--- src/rtl/mc_control_fsm.sv ---
// rtl/mc_control_fsm.sv - multicycle CPU main control sequencer
//
// Steps the shared datapath through fetch, decode, execute, memory and
// write-back states. It drives every mux select and write enable for the datapath.
// Outputs are decoded from the registered state. In FETCH they also depend on
// i_mem_ready.
//
// Ports:
//   i_clk            system clock, rising edge
//   i_rst            synchronous active-high reset
//   i_opcode[5:0]    IR[31:26], valid from DECODE onward
//   i_zero           ALU zero flag (gated into the PC enable by the datapath)
//   i_mem_ready      memory completed the current access this cycle
//   o_pc_write       unconditional PC load
//   o_pc_write_cond  PC load qualified by zero (BEQ)
//   o_i_or_d         memory address select: 0 = PC, 1 = ALUOut
//   o_mem_read       memory read request
//   o_mem_write      memory write request
//   o_ir_write       IR load
//   o_mem_to_reg     register write data: 0 = ALUOut, 1 = MDR
//   o_reg_dst        destination register: 0 = rt, 1 = rd
//   o_reg_write      register file write enable
//   o_alu_src_a      0 = PC, 1 = register A
//   o_alu_src_b[1:0] 00 = B, 01 = 4, 10 = sign-ext imm, 11 = sign-ext imm << 2
//   o_alu_op[1:0]    00 = add, 01 = subtract, 10 = decode funct
//   o_pc_source[1:0] 00 = ALU result, 01 = ALUOut, 10 = jump target
//   o_state[3:0]     current state encoding (debug)
//   o_illegal_op     one-cycle pulse on an undefined opcode in DECODE

module mc_control_fsm (
    input  logic       i_clk,
    input  logic       i_rst,
    input  logic [5:0] i_opcode,
    input  logic       i_zero,
    input  logic       i_mem_ready,
    output logic       o_pc_write,
    output logic       o_pc_write_cond,
    output logic       o_i_or_d,
    output logic       o_mem_read,
    output logic       o_mem_write,
    output logic       o_ir_write,
    output logic       o_mem_to_reg,
    output logic       o_reg_dst,
    output logic       o_reg_write,
    output logic       o_alu_src_a,
    output logic [1:0] o_alu_src_b,
    output logic [1:0] o_alu_op,
    output logic [1:0] o_pc_source,
    output logic [3:0] o_state,
    output logic       o_illegal_op
);

    localparam logic [5:0] OP_RTYPE = 6'b000000;
    localparam logic [5:0] OP_LW    = 6'b100011;
    localparam logic [5:0] OP_SW    = 6'b101011;
    localparam logic [5:0] OP_BEQ   = 6'b000100;
    localparam logic [5:0] OP_J     = 6'b000010;
    localparam logic [5:0] OP_ADDI  = 6'b001000;

    typedef enum logic [3:0] {
        S_FETCH    = 4'd0,
        S_DECODE   = 4'd1,
        S_MEM_ADDR = 4'd2,
        S_MEM_RD   = 4'd3,
        S_MEM_WB   = 4'd4,
        S_MEM_WR   = 4'd5,
        S_EXEC     = 4'd6,
        S_R_WB     = 4'd7,
        S_BRANCH   = 4'd8,
        S_JUMP     = 4'd9,
        S_ADDI_EX  = 4'd10,
        S_ADDI_WB  = 4'd11
    } state_t;

    state_t r_state;
    state_t w_next;

    logic       w_pc_write;
    logic       w_pc_write_cond;
    logic       w_i_or_d;
    logic       w_mem_read;
    logic       w_mem_write;
    logic       w_ir_write;
    logic       w_mem_to_reg;
    logic       w_reg_dst;
    logic       w_reg_write;
    logic       w_alu_src_a;
    logic [1:0] w_alu_src_b;
    logic [1:0] w_alu_op;
    logic [1:0] w_pc_source;
    logic       w_illegal_op;

    // The zero flag only matters to the datapath's PC enable
    // (pc_write | pc_write_cond & zero). The sequencer never branches on it.
    logic w_unused_zero;
    assign w_unused_zero = i_zero;

    always_ff @(posedge i_clk) begin
        if (i_rst) begin
            r_state <= S_FETCH;
        end else begin
            r_state <= w_next;
        end
    end

    always_comb begin
        w_next          = S_FETCH;
        w_pc_write      = 1'b0;
        w_pc_write_cond = 1'b0;
        w_i_or_d        = 1'b0;
        w_mem_read      = 1'b0;
        w_mem_write     = 1'b0;
        w_ir_write      = 1'b0;
        w_mem_to_reg    = 1'b0;
        w_reg_dst       = 1'b0;
        w_reg_write     = 1'b0;
        w_alu_src_a     = 1'b0;
        w_alu_src_b     = 2'b00;
        w_alu_op        = 2'b00;
        w_pc_source     = 2'b00;
        w_illegal_op    = 1'b0;

        case (r_state)
            S_FETCH: begin
                // Read at PC and compute PC+4. Commit the IR and PC only on the
                // cycle the memory delivers the word.
                w_mem_read  = 1'b1;
                w_alu_src_b = 2'b01;
                if (i_mem_ready) begin
                    w_ir_write = 1'b1;
                    w_pc_write = 1'b1;
                    w_next     = S_DECODE;
                end else begin
                    w_next = S_FETCH;
                end
            end
            S_DECODE: begin
                // Precompute the branch target into ALUOut while the opcode decodes.
                w_alu_src_b = 2'b11;
                case (i_opcode)
                    OP_LW, OP_SW: w_next = S_MEM_ADDR;
                    OP_RTYPE:     w_next = S_EXEC;
                    OP_BEQ:       w_next = S_BRANCH;
                    OP_J:         w_next = S_JUMP;
                    OP_ADDI:      w_next = S_ADDI_EX;
                    default: begin
                        // The PC has already advanced, so the bad word is skipped.
                        w_illegal_op = 1'b1;
                        w_next       = S_FETCH;
                    end
                endcase
            end
            S_MEM_ADDR: begin
                w_alu_src_a = 1'b1;
                w_alu_src_b = 2'b10;
                w_next      = (i_opcode == OP_SW) ? S_MEM_WR : S_MEM_RD;
            end
            S_MEM_RD: begin
                // The MDR loads every clock. The edge that leaves this state
                // therefore captures the completed read.
                w_mem_read = 1'b1;
                w_i_or_d   = 1'b1;
                w_next     = i_mem_ready ? S_MEM_WB : S_MEM_RD;
            end
            S_MEM_WB: begin
                w_reg_write  = 1'b1;
                w_mem_to_reg = 1'b1;
                w_next       = S_FETCH;
            end
            S_MEM_WR: begin
                w_mem_write = 1'b1;
                w_i_or_d    = 1'b1;
                w_next      = i_mem_ready ? S_FETCH : S_MEM_WR;
            end
            S_EXEC: begin
                w_alu_src_a = 1'b1;
                w_alu_op    = 2'b10;
                w_next      = S_R_WB;
            end
            S_R_WB: begin
                w_reg_write = 1'b1;
                w_reg_dst   = 1'b1;
                w_next      = S_FETCH;
            end
            S_BRANCH: begin
                w_alu_src_a     = 1'b1;
                w_alu_op        = 2'b01;
                w_pc_write_cond = 1'b1;
                w_pc_source     = 2'b01;
                w_next          = S_FETCH;
            end
            S_JUMP: begin
                w_pc_write  = 1'b1;
                w_pc_source = 2'b10;
                w_next      = S_FETCH;
            end
            S_ADDI_EX: begin
                w_alu_src_a = 1'b1;
                w_alu_src_b = 2'b10;
                w_next      = S_ADDI_WB;
            end
            S_ADDI_WB: begin
                w_reg_write = 1'b1;
                w_next      = S_FETCH;
            end
            default: begin
                // Codes 12-15 are unreachable. Recover to FETCH with all outputs idle.
                w_next = S_FETCH;
            end
        endcase
    end

    // Reset silences every output, so a write-back in flight is abandoned
    // on the cycle reset is seen.
    assign o_pc_write      = i_rst ? 1'b0  : w_pc_write;
    assign o_pc_write_cond = i_rst ? 1'b0  : w_pc_write_cond;
    assign o_i_or_d        = i_rst ? 1'b0  : w_i_or_d;
    assign o_mem_read      = i_rst ? 1'b0  : w_mem_read;
    assign o_mem_write     = i_rst ? 1'b0  : w_mem_write;
    assign o_ir_write      = i_rst ? 1'b0  : w_ir_write;
    assign o_mem_to_reg    = i_rst ? 1'b0  : w_mem_to_reg;
    assign o_reg_dst       = i_rst ? 1'b0  : w_reg_dst;
    assign o_reg_write     = i_rst ? 1'b0  : w_reg_write;
    assign o_alu_src_a     = i_rst ? 1'b0  : w_alu_src_a;
    assign o_alu_src_b     = i_rst ? 2'b00 : w_alu_src_b;
    assign o_alu_op        = i_rst ? 2'b00 : w_alu_op;
    assign o_pc_source     = i_rst ? 2'b00 : w_pc_source;
    assign o_illegal_op    = i_rst ? 1'b0  : w_illegal_op;
    assign o_state         = r_state;

endmodule

--- config.mk ---
export PLATFORM = sky130hd
export DESIGN_NAME = mc_control_fsm
export DESIGN_NICKNAME = d
export VERILOG_FILES = /design/src/rtl/mc_control_fsm.sv
export SDC_FILE = /design/constraint.sdc
export NUM_CORES = 1
export LEC_CHECK = 0
export CAP_MARGIN = 25
export CORE_MARGIN = 2
export CORE_UTILIZATION = 36
export CTS_BUF_LIST = sky130_fd_sc_hd__clkbuf_16
export DETAILED_ROUTE_END_ITERATION = 8
export HOLD_SLACK_MARGIN = 0.02
export PLACE_DENSITY = 0.84
export SLEW_MARGIN = 20
export SYNTH_ARGS = -nofsm -noshare
export SYNTH_HDL_FRONTEND = slang
export SYNTH_SLANG_ARGS = --single-unit
--- constraint.sdc ---
create_clock -name i_clk -period 1.65 [get_ports i_clk]
set_input_delay 0.495 -clock i_clk [delete_from_list [all_inputs] [get_ports i_clk]]
set_output_delay 0.495 -clock i_clk [all_outputs]
set_load 0.01 [all_outputs]
* Word level (Yosys, flattened, before mapping)
Index checks and enable logic that the tools add are counted.
** Word-level totals
- Flip-flop bits (word level) :: 4
- Bits in latches :: 0
- Bits in writable memories :: 0
- ROM bits :: 0
- Bits of input ports :: 10
- Output and inout port bits :: 21
- Logic and storage cells :: 62
- Memories kept :: 0
** Cells by class
- Add/sub/neg operators :: 0
- $mul :: 0
- Div/mod/pow operators :: 0
- Order comparisons :: 0
- Equality and inequality tests :: 16
- Shift operators :: 0
- Mux-type cells :: 36
- Bitwise gates (word level) :: 0
- Reductions and logical operators :: 9
** Operator list (number)
- 4-bit one-hot mux with 7 select lines :: 1
- 1-bit 2-to-1 mux :: 24
- 4-bit one-hot mux with 5 select lines :: 1
- 4-bit by 3-bit equality test with 1-bit output, second input constant :: 4
- 4-bit equality test, second input constant :: 4
- 6-bit equality test, second input constant :: 2
- 3-bit 2-to-1 mux :: 3
- 4-bit by 2-bit equality test with 1-bit output, second input constant :: 2
- 2-bit one-hot mux with 2 select lines :: 2
- 2-bit OR reduction :: 4
- 6-bit by 2-bit equality test with 1-bit output, second input constant :: 1
- 6-bit by 3-bit equality test with 1-bit output, second input constant :: 1
- 6-bit by 4-bit equality test with 1-bit output, second input constant :: 1
- 6-bit logical NOT :: 1
- 2-bit 2-to-1 mux :: 3
- 2-bit one-hot mux with 3 select lines :: 1
- 6-bit OR reduction :: 1
- 4-bit by 1-bit equality test with 1-bit output, second input constant :: 1
- 4-bit logical NOT :: 1
- 4-bit OR reduction :: 1
- 3-bit OR reduction :: 1
- 1-bit one-hot mux with 2 select lines :: 1

* Longest topological paths before layout
- Depth in word-level cells :: 5
- Gate-level depth with buffers :: 6
- Gate-level depth less buffers :: 4

* Least setup slack after synthesis
No wires, ideal clock.
- Kind :: input to output
- Start :: in i_rst
- End :: out o_illegal_op
- Arrival time :: 1.451 ns
- Required time :: 1.155 ns
- Slack :: -0.296 ns
- Stages :: 4
- Buffers on the path :: 1
- Cell sequence :: clkbuf_1 nor4_4 nand2_1 a2111oi_2
** Between the ends
- Word-level cells in the longest chain between the ends :: 1
** Ends and longest elaborated chain
- start: declaration :: line 32 : input logic i_rst,
- 1-bit 2-to-1 mux :: line 228 : assign o_illegal_op = i_rst ? 1'b0 : w_illegal_op;
- end: declaration :: line 50 : output logic o_illegal_op
No other way between the ends.

* Final worst setup path
Same ends and word-level chain as after synthesis.

==> results.py <==
metrics = {
    "run_status": {
        "status": "complete, but fails checks",
        "failed_checks": "negative setup slack",
    },
    "sta": {
        "setup_tns_ps": -3710,
        "final_max_slew_viol_count": 0,
        "setup_ws_ps": -393,
        "slew_headroom_pct": 72.9,
        "finalHoldViolations": 0,
        "fin_crit_ps": 2040,
        "worstMarginPinSlew_ps": 400,
        "fmax_mhz": 489,
        "setup_viol": 18,
        "period_share_pct": 124,
        "finClkSkew_ps": 1.78,
        "rsz0062_at_grt": "true",
    },
    "layout": {
        "final_util_pct": 91.5,
        "nets": 165,
        "fillers": 60,
        "multiInputGateArea_um2": 723,
        "ff_latch_area_um2": 95.1,
        "drive_above_1_share_pct": 77.1,
        "areaGrowthSynthToFinish_pct": 143,
        "fin_cells": 178,
        "largest_reg_flops": 4,
        "final_cell_area_um2": 1560,
        "antenna_cells": 0,
    },
    "clocking": {
        "numCtsBuffers": 3,
        "ctsHoldBuffers": 0,
        "cts.htree.levels": 1,
        "cts.clk_slew.worst_paths_ps": 30,
        "cts_root_buf": "clkbuf_16",
        "clk_path_buf_depth": 2,
        "clkLatencyLatePin_ps": 230,
        "cts_tree": "built",
        "cts_num_sinks": 4,
    },
    "routing": {
        "vias": 1110,
        "wl_um": 4280,
        "vias_per_cell": 6.24,
        "drt_iter0_markers": 52,
        "drc": 0,
        "drtAntennaViolNets": 0,
        "drt_pass1_iterations": 4,
        "wl_per_cell_um": 24.0,
    },
    "synth": {
        "syn_area_per_cell_um2": 7.75,
        "synth_cells": 83,
        "syn-cell-area_um2": 643,
        "ys.flop_type": "dfxtp_1",
        "synth_edf_count": 0,
        "yosys_warnings": 0,
        "ys_seq_area_share_pct": 12.5,
        "synth.ff_latch_count": 4,
        "synthArstFlopShare_pct": 0,
        "synth.distinct_cells": 41,
        "synth_nets": 93,
    },
    "flow_run": {
        "drv_cap": 0,
    },
    "grt": {
        "grt_pass1_wl_um": 5370,
        "grt.total_usage_pct": 37.0,
        "grt_pass1_vias": 1066,
        "gr-total-overflow": 0,
        "grt_max_degree": 15,
        "antenna_found_initial": 0,
    },
    "place": {
        "port_buffers": 29,
        "dp.cells": 159,
        "place_ws_ps": -1120,
        "dpl_cell_area_um2": 1180,
        "hpwl_um": 1750,
        "gp_congestion": 0.863,
    },
    "power": {
        "p_leak_nw": 0.698,
        "ir_worst_vdd_uv": 621,
        "powerDensity_nw_per_um2": 460,
    },
    "worst_setup_path": {
        "startpoint": "i_rst",
        "crit_fanout": 3,
        "critPathKind": "in -> out",
        "rr_startpoint": "o_state[1]$_SDFF_PP0_",
        "worstPathArrival_ps": 1550,
        "cp-start-kind": "input pin",
        "required_ps": 1150,
        "endpoint_kind": "primary output",
    },
    "die": {
        "dieHeight_um": 46.3,
        "io_pins": 31,
        "die-area_um2": 2140,
        "die_w_um": 46.3,
        "coreArea_um2": 1710,
        "num_rows": 15,
        "start_util_pct": 37.7,
    },
    "min_path": {
        "min_path_type": "in -> reg",
        "hold_path_startpoint": "i_opcode[2]",
    },
}
[kinds of logic (layout without fill, tap and decap cells)]
family	count (synthesis)	in the layout	synth area share, %
muxes	1	1	1.75
AOI/OAI and AO/OA	22	22	24.5
xor gates and xnor gates	3	3	4.09
DFF	4	4	12.5
and+or+nand+nor	43	43	44.9
buffers and inverters	10	80	12.3
[synth_stat cells (2+ instances only)]
cell | number | area share [%]
a21oi_1 | 5 | 3.9
o21ai_1 | 3 | 2.3
and3b_1 | 2 | 2.7
buf_2 | 3 | 2.3
nand3_1 | 2 | 1.6
o21ai_0 | 3 | 2.3
nor3b_1 | 2 | 2.3
xor2_1 | 2 | 2.7
nor4_2 | 3 | 5.8
nor2_1 | 9 | 5.3
nor4b_1 | 2 | 2.7
a31oi_1 | 2 | 1.9
buf_6 | 4 | 7.0
dfxtp_1 | 4 | 12
buf_4 | 2 | 2.3
nor3_1 | 8 | 6.2
nand2_1 | 3 | 1.8
[layout by cell type (no fill, tap or decap), types with 2 or more instances in the layout]
cell / netlist / layout
buf_4: 2 / 30
buf_6: 4 / 20
buf_2: 3 / 17
nor4_4: 1 / 4
nor2_2: 0 / 4
nor3_1: 8 / 4
dlygate4sd2_1: 0 / 4
dfxtp_4: 0 / 4
nor3_2: 0 / 3
nor2_1: 9 / 3
o21ai_2: 0 / 3
clkbuf_16: 0 / 3
nor2_4: 0 / 2
nand2_2: 0 / 2
xor2_1: 2 / 2
nand3_1: 2 / 2
a21oi_2: 0 / 2
a2111oi_4: 0 / 2
nand2b_4: 1 / 2
and3b_2: 0 / 2
o21ai_1: 3 / 2
nor4b_4: 0 / 2
a21oi_1: 5 / 2
clkdlybuf4s15_2: 0 / 2
buf_8: 0 / 2
[per-layer routing]
metal  vias up  part of all wire [%]  GRT usage, %  wire length (µm)
met1       517                    36          45.2              1560
met2       106                    48          63.6              2060
li1        460                     -             -                 -
met4         0                   5.9          12.6               251
met5         -                     0             0                 0
met3        27                   9.7          7.45               413
[worst paths after layout]
kind | endpoint | slack [ps] | cells past startpoint
worst max-delay path | o_illegal_op | -390 | 5
worst min-delay path | o_state[1]$_SDFF_PP0_ | 750 | 5
worst max register to register | o_state[1]$_SDFF_PP0_ | -30 | 8
worst min register to register | o_state[1]$_SDFF_PP0_ | 800 | 3
[critical path: stages]
cell	delay, ps
buf_8	100
nor4_4	320
nand2_2	120
a2111oi_4	330
buf_2	180
[stage by stage]
stage	hold slack (ps)	total power, mW
floorplan	680	0.179
global placement	679	0.268
detailed placement	695	0.275
CTS	684	0.682
global route	754	0.743
finish	752	0.718
[layout make-up]
cell class                 count  area share, %
multi-input combinational     69           46.3
timing repair buffer          77           40.8
sequential                     4           6.08
clock buffer                   3           4.80
tap                           25           2.00
[report_power, final]
group          internal [mW]  total, mW  switching, mW
clock                  0.310      0.387         0.0762
combinational          0.116      0.228          0.112
sequential            0.0947      0.104        0.00887
[what timing repair did]
| action | CTS | global route |
|---|---|---|
| resized for setup | 143 | 32 |
| pin swaps | 17 | 19 |
| setup endpoints to repair | 24 | 22 |
| buffers inserted | 13 | 8 |
No activity file was read; power rests on OpenSTA's default activity.
